File: src/rtl/timer_arbiter.sv
// Round-robin arbiter that lends one shared cycle timer to N_REQ requesters,
// latching the winner's count and pulsing ack when the timer reports done.
module timer_arbiter #(
  parameter int N_REQ = 4,
  parameter int CW    = 32
) (
  input  logic                clk,
  input  logic                reset,
  input  logic [N_REQ-1:0]    req,
  input  logic [N_REQ*CW-1:0] req_count,
  output logic [N_REQ-1:0]    grant,
  output logic [N_REQ-1:0]    ack,
  output logic                busy,
  output logic                timer_start,
  output logic [CW-1:0]       timer_count,
  input  logic                timer_done
);

  localparam int PW = $clog2(N_REQ);

  typedef enum logic [1:0] {
    IDLE  = 2'd0,
    RUN   = 2'd1,
    DRAIN = 2'd2
  } state_t;

  state_t        state;
  logic [PW-1:0] rr_ptr;
  logic [PW-1:0] owner;
  logic [PW-1:0] sel;
  logic [PW-1:0] sel_next;
  logic          found;
  logic [CW-1:0] counts [N_REQ];

  always_comb begin
    for (int i = 0; i < N_REQ; i++) begin
      counts[i] = req_count[i*CW +: CW];
    end
  end

  // First pending request at or above rr_ptr, wrapping modulo N_REQ.
  always_comb begin
    logic [PW:0] idx;
    found = 1'b0;
    sel   = '0;
    idx   = '0;
    for (int k = 0; k < N_REQ; k++) begin
      idx = {1'b0, rr_ptr} + (PW+1)'(k);
      if (idx >= (PW+1)'(N_REQ)) begin
        idx = idx - (PW+1)'(N_REQ);
      end
      if (!found && req[idx[PW-1:0]]) begin
        found = 1'b1;
        sel   = idx[PW-1:0];
      end
    end
  end

  assign sel_next = (sel == PW'(N_REQ - 1)) ? '0 : sel + PW'(1);

  always_ff @(posedge clk) begin
    if (reset) begin
      state       <= IDLE;
      grant       <= '0;
      ack         <= '0;
      busy        <= 1'b0;
      timer_start <= 1'b0;
      timer_count <= '0;
      rr_ptr      <= '0;
      owner       <= '0;
    end else begin
      ack <= '0;
      case (state)
        IDLE: begin
          if (found) begin
            state       <= RUN;
            busy        <= 1'b1;
            grant       <= N_REQ'(1) << sel;
            owner       <= sel;
            timer_start <= 1'b1;
            timer_count <= counts[sel];
            rr_ptr      <= sel_next;
          end
        end
        // Completion takes priority over a same-cycle withdrawal.
        RUN: begin
          if (timer_done) begin
            state       <= DRAIN;
            timer_start <= 1'b0;
            ack         <= grant;
          end else if (!req[owner]) begin
            state       <= DRAIN;
            timer_start <= 1'b0;
          end
        end
        DRAIN: begin
          if (!timer_done) begin
            state <= IDLE;
            grant <= '0;
            busy  <= 1'b0;
          end
        end
        default: begin
          state       <= IDLE;
          grant       <= '0;
          busy        <= 1'b0;
          timer_start <= 1'b0;
        end
      endcase
    end
  end

endmodule

File: config.mk
export PLATFORM = sky130hd
export DESIGN_NAME = timer_arbiter
export DESIGN_NICKNAME = d
export VERILOG_FILES = /design/src/rtl/timer_arbiter.sv
export SDC_FILE = /design/constraint.sdc
export NUM_CORES = 1
export LEC_CHECK = 0
export ABC_AREA = 1
export CAP_MARGIN = 10
export CORE_MARGIN = 2
export CORE_UTILIZATION = 30
export DETAILED_ROUTE_END_ITERATION = 8
export GPL_ROUTABILITY_DRIVEN = 1
export MAX_ROUTING_LAYER = met4
export PLACE_DENSITY_LB_ADDON = 0.25
export SLEW_MARGIN = 20
export SYNTH_ARGS = -nofsm -noshare
export SYNTH_HDL_FRONTEND = slang
export SYNTH_SLANG_ARGS = --single-unit
export TNS_END_PERCENT = 5
File: constraint.sdc
create_clock -name clk -period 1.9 [get_ports clk]
set_clock_uncertainty 0.2 [all_clocks]
set_input_delay 0.475 -clock clk [delete_from_list [all_inputs] [get_ports clk]]
set_output_delay 0.475 -clock clk [all_outputs]
set_load 0.02 [all_outputs]
==> impl_metrics.json, run 1 <==
{
  "post_drt_wl_per_cell_um": 13.01,
  "synthMuxAreaShare_pct": 0,
  "yosys-top-cells-area": "dfxtp_1 (29%), nand2_1 (25%), nand3_1 (16%)",
  "worstPathCellList": "dlygate4sd2_1 -> inv_1 -> nand2_1 -> nand3_2 -> nand2_4 -> nor2_4 -> nand3_2 -> nand2_4 -> nand2_4 -> clkbuf_16 -> nand2_2 -> nand2_1 -> nand2_1 -> nand3_1 -> nand2_1 -> inv_1",
  "dr.pass1.iters": 6,
  "io_pins": 177,
  "cts_sinks": 48,
  "slowest_delay_ns": 0.28,
  "root_buffer": "clkbuf_8",
  "synth_xor_area_share_pct": 0,
  "drt_wl_total_mm": 11.68,
  "cp.required_ns": 1.90,
  "yosys.area_share.simple_pct": 53.61,
  "crit_path_start_kind": "primary input",
  "fin_total_pwr_w": 0.01029,
  "peakVddDrop_uv": 835.9,
  "antenna_found_initial": 0,
  "yosys_warnings": 0,
  "setup_ws_ns": -0.1823,
  "synth_nets": 700,
  "r2r_slack_ns": -0.17,
  "power_density_nw_per_um2": 1805,
  "top_layer": "met4",
  "antenna_cells": 0,
  "cap_violations": 0,
  "grt-ovfl-total": 0,
  "core_area_sq_um": 10700,
  "synth_top_area_share_pct": 29.49,
  "r2r_end": "timer_count[15]",
  "drv_slew": 0,
  "final_cell_count_no_fill": 898,
  "cts_tree": "done",
  "r2r_start": "rr_ptr[0]",
  "cts.clk_slew.worst_paths_ns": 0.09,
  "grt_pass1_wl_mm": 18.06,
  "rsz0062_at_grt": "true",
  "ctsHoldBuffers": 0,
  "start_util_pct": 30.46,
  "max_freq_ghz": 0.4802,
  "synth_top_area_cell": "dfxtp_1",
  "drive_gt1_share_pct": 14.38,
  "holdPathEnd": "timer_start",
  "ant_nets": 0,
  "dieHeight_um": 108.2,
  "htreeDepth": 2,
  "synth_adder_area_share_pct": 0,
  "criticalPathCategory": "in2reg",
  "status": "complete, but fails checks",
  "violations": "negative setup slack",
  "reg2reg_depth": 14,
  "wl_met1_mm": 4.893,
  "synth_area_sq_um": 3258,
  "cpMostUsedCell": "nand2_1",
  "syn_to_final_growth_pct": 75.00,
  "dp_cells": 885,
  "die_w_um": 108.2,
  "viasPerCell": 4.708,
  "p_leak_nw": 2.833,
  "post-route-min-period_ns": 2.082,
  "grt.total_usage_pct": 19.63,
  "cp.buffers_inverters": 4,
  "fin_nets": 892,
  "fillers": 1045,
  "worstPathMaxFanout": 8,
  "clockBufferDepth": 2,
  "insertion_delay_ns": 0.30,
  "drc": 0,
  "syn_inst": 565,
  "wl_met3_um": 687,
  "io_buffers": 176,
  "dp_hpwl_mm": 8.858,
  "wl_met2_mm": 5.838,
  "die-area_sq_um": 11710,
  "relSlewSlack_pct": 81.09,
  "synth_top_family_by_area": "simple AND/OR/NAND/NOR gates",
  "layout_commonest_cell": "nand2_1",
  "finalSetupViolations": 40,
  "drt_iter0_markers": 234,
  "crit_slowest_cell": "dlygate4sd2_1",
  "worstSetupEndpointType": "register",
  "synth-seq-cells": 48,
  "hold_path_class": "reg2reg",
  "final_cell_mix": "nand2_1 (192), clkdlybuf4s50_1 (130), nand3_1 (99)",
  "hold_depth": 2,
  "rows": 38,
  "syn_avg_cell_area_sq_um": 5.767,
  "worst_pin_slew_ns": 0.2827,
  "gp_congestion": 0.8812,
  "ys_types": 27,
  "grt_max_degree": 36,
  "arrival_ns": 2.08,
  "hold_viol": 0,
  "cts_buffers": 5,
  "hp-start": "timer_start",
  "synth_compound_area_share_pct": 6.605,
  "critPathTopFamily": "simple AND/OR/NAND/NOR gates",
  "fin_crit_sh_pct": 109.6,
  "grt_pass1_vias": 3975,
  "yosysSeqAreaShare_pct": 29.49,
  "num_vias": 4228
}
-- worst register-to-register path, delay by kind of cell, from the launching register on --
family	cells	cell delay (ns)
simple gates	10	0.85
compound gates	1	0.18
flops	1	0.37
buf+inv	3	0.38
-- synth_stat cells --
| cell | instances |
|---|---|
| nand2_1 | 214 |
| nand3_1 | 106 |
| nor2_1 | 75 |
| dfxtp_1 | 48 |
| inv_1 | 31 |
| o21ai_0 | 18 |
| a21oi_1 | 10 |
| buf_2 | 10 |
| clkbuf_1 | 9 |
| buf_6 | 7 |
| buf_1 | 5 |
| a31oi_1 | 4 |
| inv_2 | 4 |
| nand2_2 | 4 |
| buf_4 | 3 |
| nor2_4 | 3 |
| nand3_2 | 2 |
| nand4_1 | 2 |
| o21ai_1 | 2 |
| a211oi_1 | 1 |
| nand2_4 | 1 |
| nand3_4 | 1 |
| nor2_2 | 1 |
| nor3_1 | 1 |
| o211ai_1 | 1 |
| o21ai_2 | 1 |
| o21ai_4 | 1 |
-- routing by layer --
| metal | up-vias | track usage [%] |
|---|---|---|
| li1 | 2183 | - |
| met1 | 1890 | 22.77 |
| met2 | 134 | 33.78 |
| met3 | 21 | 4.400 |
| met4 | 0 | 6.044 |
| met5 | - | - |
-- state kept, by name, indices dropped and copies added, names as in the netlist --
signal	flops
state	2
busy	1
grant	4
rr_ptr	2
timer_start	1
timer_count	32
ack	4
owner	2
-- layout make-up --
type	instances	area, sq um	area share (%)
clock inverter	2	10.01	0.1756
inverter	35	138.9	2.436
sequential	48	968.4	16.98
clock buffer	6	82.58	1.448
multi-input combinational	449	2127	37.31
tap	140	175.2	3.072
timing repair buffer	218	2200	38.58
-- per-stage QoR --
step	TNS [ns]	area (sq um)	utilization, %	hold WS (ns)	setup slack [ns]
finish	-5.362	5702	53.30	0.2723	-0.1823
global route	-11.11	5702	53.30	0.2967	-0.3318
CTS	-5.092	5518	51.58	0.2703	-0.1674
detailed placement	-29.52	5396	50.44	0.2582	-0.7587
global placement	-28.40	5396	50.44	0.2605	-0.7124
floorplan	-1.119	3311	-	0.3070	-0.06574
-- worst max-delay path by stage --
stage	startpoint	to	slack (ns)	cells after the start
after floorplan	rr_ptr[0]	timer_count[2]	-0.07	15
after CTS	rr_ptr[0]	timer_count[5]	-0.17	13
after global placement	req[1]	timer_count[26]	-0.71	16
after global routing	req[3]	timer_count[22]	-0.33	16
final	req[3]	timer_count[26]	-0.18	16
after detailed placement	req[2]	rr_ptr[0]	-0.76	13
-- kinds of logic after synthesis --
group,after synthesis
compound gates,38
buf+inv,69
flops,48
simple gates,410
-- what timing repair did --
| action | CTS | global route |
|---|---|---|
| endpoints found under the setup margin | 84 | 44 |
| gates resized for setup | 63 | 33 |
| gates cloned | 1 | 3 |
| pin swaps | 5 | 4 |
| setup buffers | 0 | 1 |
-- power by group --
group	internal [W]	leakage (nW)	total [W]	switching [W]
Combinational	0.00341	2.38	0.00806	0.00465
Clock	0.000291	0.0510	0.000633	0.000342
Sequential	0.00139	0.399	0.00160	0.000208
Total	0.00510	2.83	0.0103	0.00520
Note: power is estimated with default switching activity, not from simulation.
==> run 2: changes to the inputs <==
--- a/config.mk
+++ b/config.mk
@@ -9,6 +9,7 @@
 export CAP_MARGIN = 10
 export CORE_MARGIN = 2
 export CORE_UTILIZATION = 30
+export CTS_BUF_LIST = sky130_fd_sc_hd__clkbuf_4 sky130_fd_sc_hd__clkbuf_8 sky130_fd_sc_hd__clkbuf_16
 export DETAILED_ROUTE_END_ITERATION = 8
 export GPL_ROUTABILITY_DRIVEN = 1
 export MAX_ROUTING_LAYER = met4
==> results of run 2 <==
Same layout as run 1: the final DEF is identical, and so are final timing and power.
==> run 3: changes to the inputs <==
--- a/config.mk
+++ b/config.mk
@@ -7,7 +7,7 @@
 export LEC_CHECK = 0
 export ABC_AREA = 1
 export CAP_MARGIN = 10
-export CORE_MARGIN = 2
+export CORE_MARGIN = 8
 export CORE_UTILIZATION = 30
 export CTS_BUF_LIST = sky130_fd_sc_hd__clkbuf_4 sky130_fd_sc_hd__clkbuf_8 sky130_fd_sc_hd__clkbuf_16
 export DETAILED_ROUTE_END_ITERATION = 8
==> constraint.sdc (replaced) <==
create_clock -name clk -period 1.8 [get_ports clk]
set_clock_uncertainty 0.2 [all_clocks]
set_input_delay 0.18 -clock clk [delete_from_list [all_inputs] [get_ports clk]]
set_output_delay 0.18 -clock clk [all_outputs]
set_load 0.02 [all_outputs]
==> run 3 against run 2 <==
Against the previous run:
- the flow still finishes with violations (negative setup slack)
- sequential share of layout area down 0.36 points
- core utilization up 1.2 points
- critical path depth unchanged
- worst setup slack worse by 0.19 ns
- routed wire length up 14%
- clock power up 25%
- sequential power up 8%
- via count up 1.6%
- global-route usage down 1.6 points
- sequential cell count unchanged
- hold slack worse by 0.0030 ns
- critical path type is now reg2reg
==> impl_metrics.json, run 3 (synthesis results as in run 1) <==
{
  "status": "complete, but fails checks",
  "violations": "negative setup slack",
  "grt_max_degree": 33,
  "num_vias": 4296,
  "peakVddDrop_uv": 827.6,
  "max_freq_ghz": 0.4607,
  "arrival_ns": 2.21,
  "grt.total_usage_pct": 18.01,
  "critPathTopFamily": "simple AND/OR/NAND/NOR gates",
  "gp_congestion": 0.9523,
  "hold_viol": 0,
  "dp_hpwl_mm": 10.21,
  "insertion_delay_ns": 0.30,
  "worstPathMaxFanout": 5,
  "start_util_pct": 30.46,
  "worst_pin_slew_ns": 0.3129,
  "post-route-min-period_ns": 2.171,
  "antenna_cells": 0,
  "dieHeight_um": 120.2,
  "use_met1_pct": 20.38,
  "fin_nets": 893,
  "die_w_um": 120.2,
  "use_met2_pct": 31.78,
  "cap_violations": 0,
  "antenna_found_initial": 0,
  "clockBufferDepth": 2,
  "p_sw_share_pct": 49.49,
  "cp.required_ns": 1.84,
  "criticalPathCategory": "reg2reg",
  "timing.hold.ws_ns": 0.2694,
  "grtUsageMet3_pct": 3.730,
  "rows": 38,
  "viasPerCell": 4.779,
  "ant_nets": 0,
  "cts_sinks": 48,
  "top_register": "timer_count",
  "fillers": 1059,
  "internal-power_w": 0.005834,
  "cts_tree": "done",
  "cp.buffers_inverters": 4,
  "cpMostUsedCell": "nand2_2",
  "largest_registers": "timer_count: 32 flops, ack: 4 flops, grant: 4 flops",
  "cts.clk_slew.worst_paths_ns": 0.09,
  "p_sw_w": 0.005717,
  "setup_ws_ns": -0.3706,
  "root_buffer": "clkbuf_8",
  "fin_setup_tns_ns": -11.74,
  "io_buffers": 176,
  "core_area_sq_um": 10700,
  "crit_slowest_cell": "dfxtp_4",
  "fin_crit_sh_pct": 120.6,
  "finalSetupViolations": 42,
  "die-area_sq_um": 14450,
  "busiest_layer": "met2",
  "power_frac_comb_pct": 78.2,
  "clockPowerShare_pct": 6.8,
  "layout_commonest_cell": "nand2_1",
  "ctsHoldBuffers": 0,
  "dr.pass1.iters": 4,
  "register_area_sq_um": 968.4,
  "cts_buffers": 5,
  "crit_path_start_kind": "register",
  "drive_gt1_share_pct": 15.42,
  "dp_slack_ns": -0.5825,
  "final_cell_mix": "nand2_1 (184), clkdlybuf4s50_1 (175), nand3_1 (96)",
  "relSlewSlack_pct": 79.06,
  "post_drt_wl_per_cell_um": 14.84,
  "drc": 0,
  "syn_to_final_growth_pct": 78.84,
  "hold_path_class": "reg2reg",
  "grt_pass1_wl_mm": 20.75,
  "grt_pass1_vias": 4257,
  "seqPwrFrac_pct": 15.0,
  "worstSetupEndpointType": "register",
  "slowest_delay_ns": 0.39,
  "grt-ovfl-total": 0,
  "drt_iter0_markers": 207,
  "rsz0062_at_grt": "true",
  "largest_reg_flops": 32,
  "fin_total_pwr_w": 0.01155,
  "power_density_nw_per_um2": 1982,
  "io_pins": 177,
  "htreeDepth": 2,
  "multi_input_area_sq_um": 2166,
  "drt_wl_total_mm": 13.34,
  "drv_slew": 0,
  "p_leak_nw": 2.708,
  "worstPathCellList": "inv_2 -> nand2_2 -> nand2_4 -> nand2_2 -> nand2_2 -> nor2_4 -> buf_6 -> nand3_4 -> nand3_4 -> buf_6 -> nor2_4 -> clkbuf_16 -> nand2_1 -> nand3_1 -> nor2_1 -> nor2_1"
}
## run 3: worst reg2reg max path, cell delays in order, from the launching register on
cell and delay (ns):
dfxtp_4 0.39, inv_2 0.12, nand2_2 0.09, nand2_4 0.09, nand2_2 0.05, nand2_2 0.08
nor2_4 0.05, buf_6 0.12, nand3_4 0.06, nand3_4 0.10, buf_6 0.14, nor2_4 0.20
clkbuf_16 0.18, nand2_1 0.05, nand3_1 0.06, nor2_1 0.05, nor2_1 0.09
## run 3: power by group through the flow
stage               Sequential (W)  Combinational [W]  Clock (W)
floorplan                  0.00206            0.00485          0
global placement           0.00171            0.00789          0
detailed placement         0.00172            0.00798          0
CTS                        0.00173            0.00878   0.000810
global route               0.00178            0.00992   0.000860
finish                     0.00173            0.00903   0.000790
## run 3: metal layers
layer	vias up	share of wire [%]
li1	2181	-
met4	0	1.9
met2	143	52
met3	18	5.6
met1	1954	40
met5	-	0
## run 3: worst paths after layout
kind	start	to	slack (ns)	cells after the start
setup / recovery	rr_ptr[1]	timer_count[19]	-0.37	16
hold / removal	timer_start	timer_start	0.27	2
setup reg to reg	rr_ptr[1]	timer_count[19]	-0.37	16
hold reg to reg	timer_start	timer_start	0.27	2
## run 3: stage by stage
step	cell area [sq um]	std cells	util, %
2_1_floorplan	3291	565	-
3_3_place_gp	5394	884	50.42
3_5_place_dp	5394	884	50.42
4_1_cts	5707	897	53.35
5_1_grt	5827	899	54.47
6_report	5827	899	54.47
## run 3: cell type report
| type | count | area share, % |
|---|---|---|
| repair buffers | 219 | 38.82 |
| multi-input cells | 449 | 37.17 |
| flip-flops and latches | 48 | 16.62 |
| well taps | 140 | 3.006 |
| inverters | 35 | 2.469 |
| clock buffers | 6 | 1.310 |
| clock inverters | 2 | 0.6012 |
## run 3: what timing repair did
item,in CTS,in global routing
setup endpoints to repair,43,43
pin swaps,16,16
buffers inserted,3,1
gates cloned,2,1
gates resized for setup,39,31
endpoints found under the hold margin,0,0
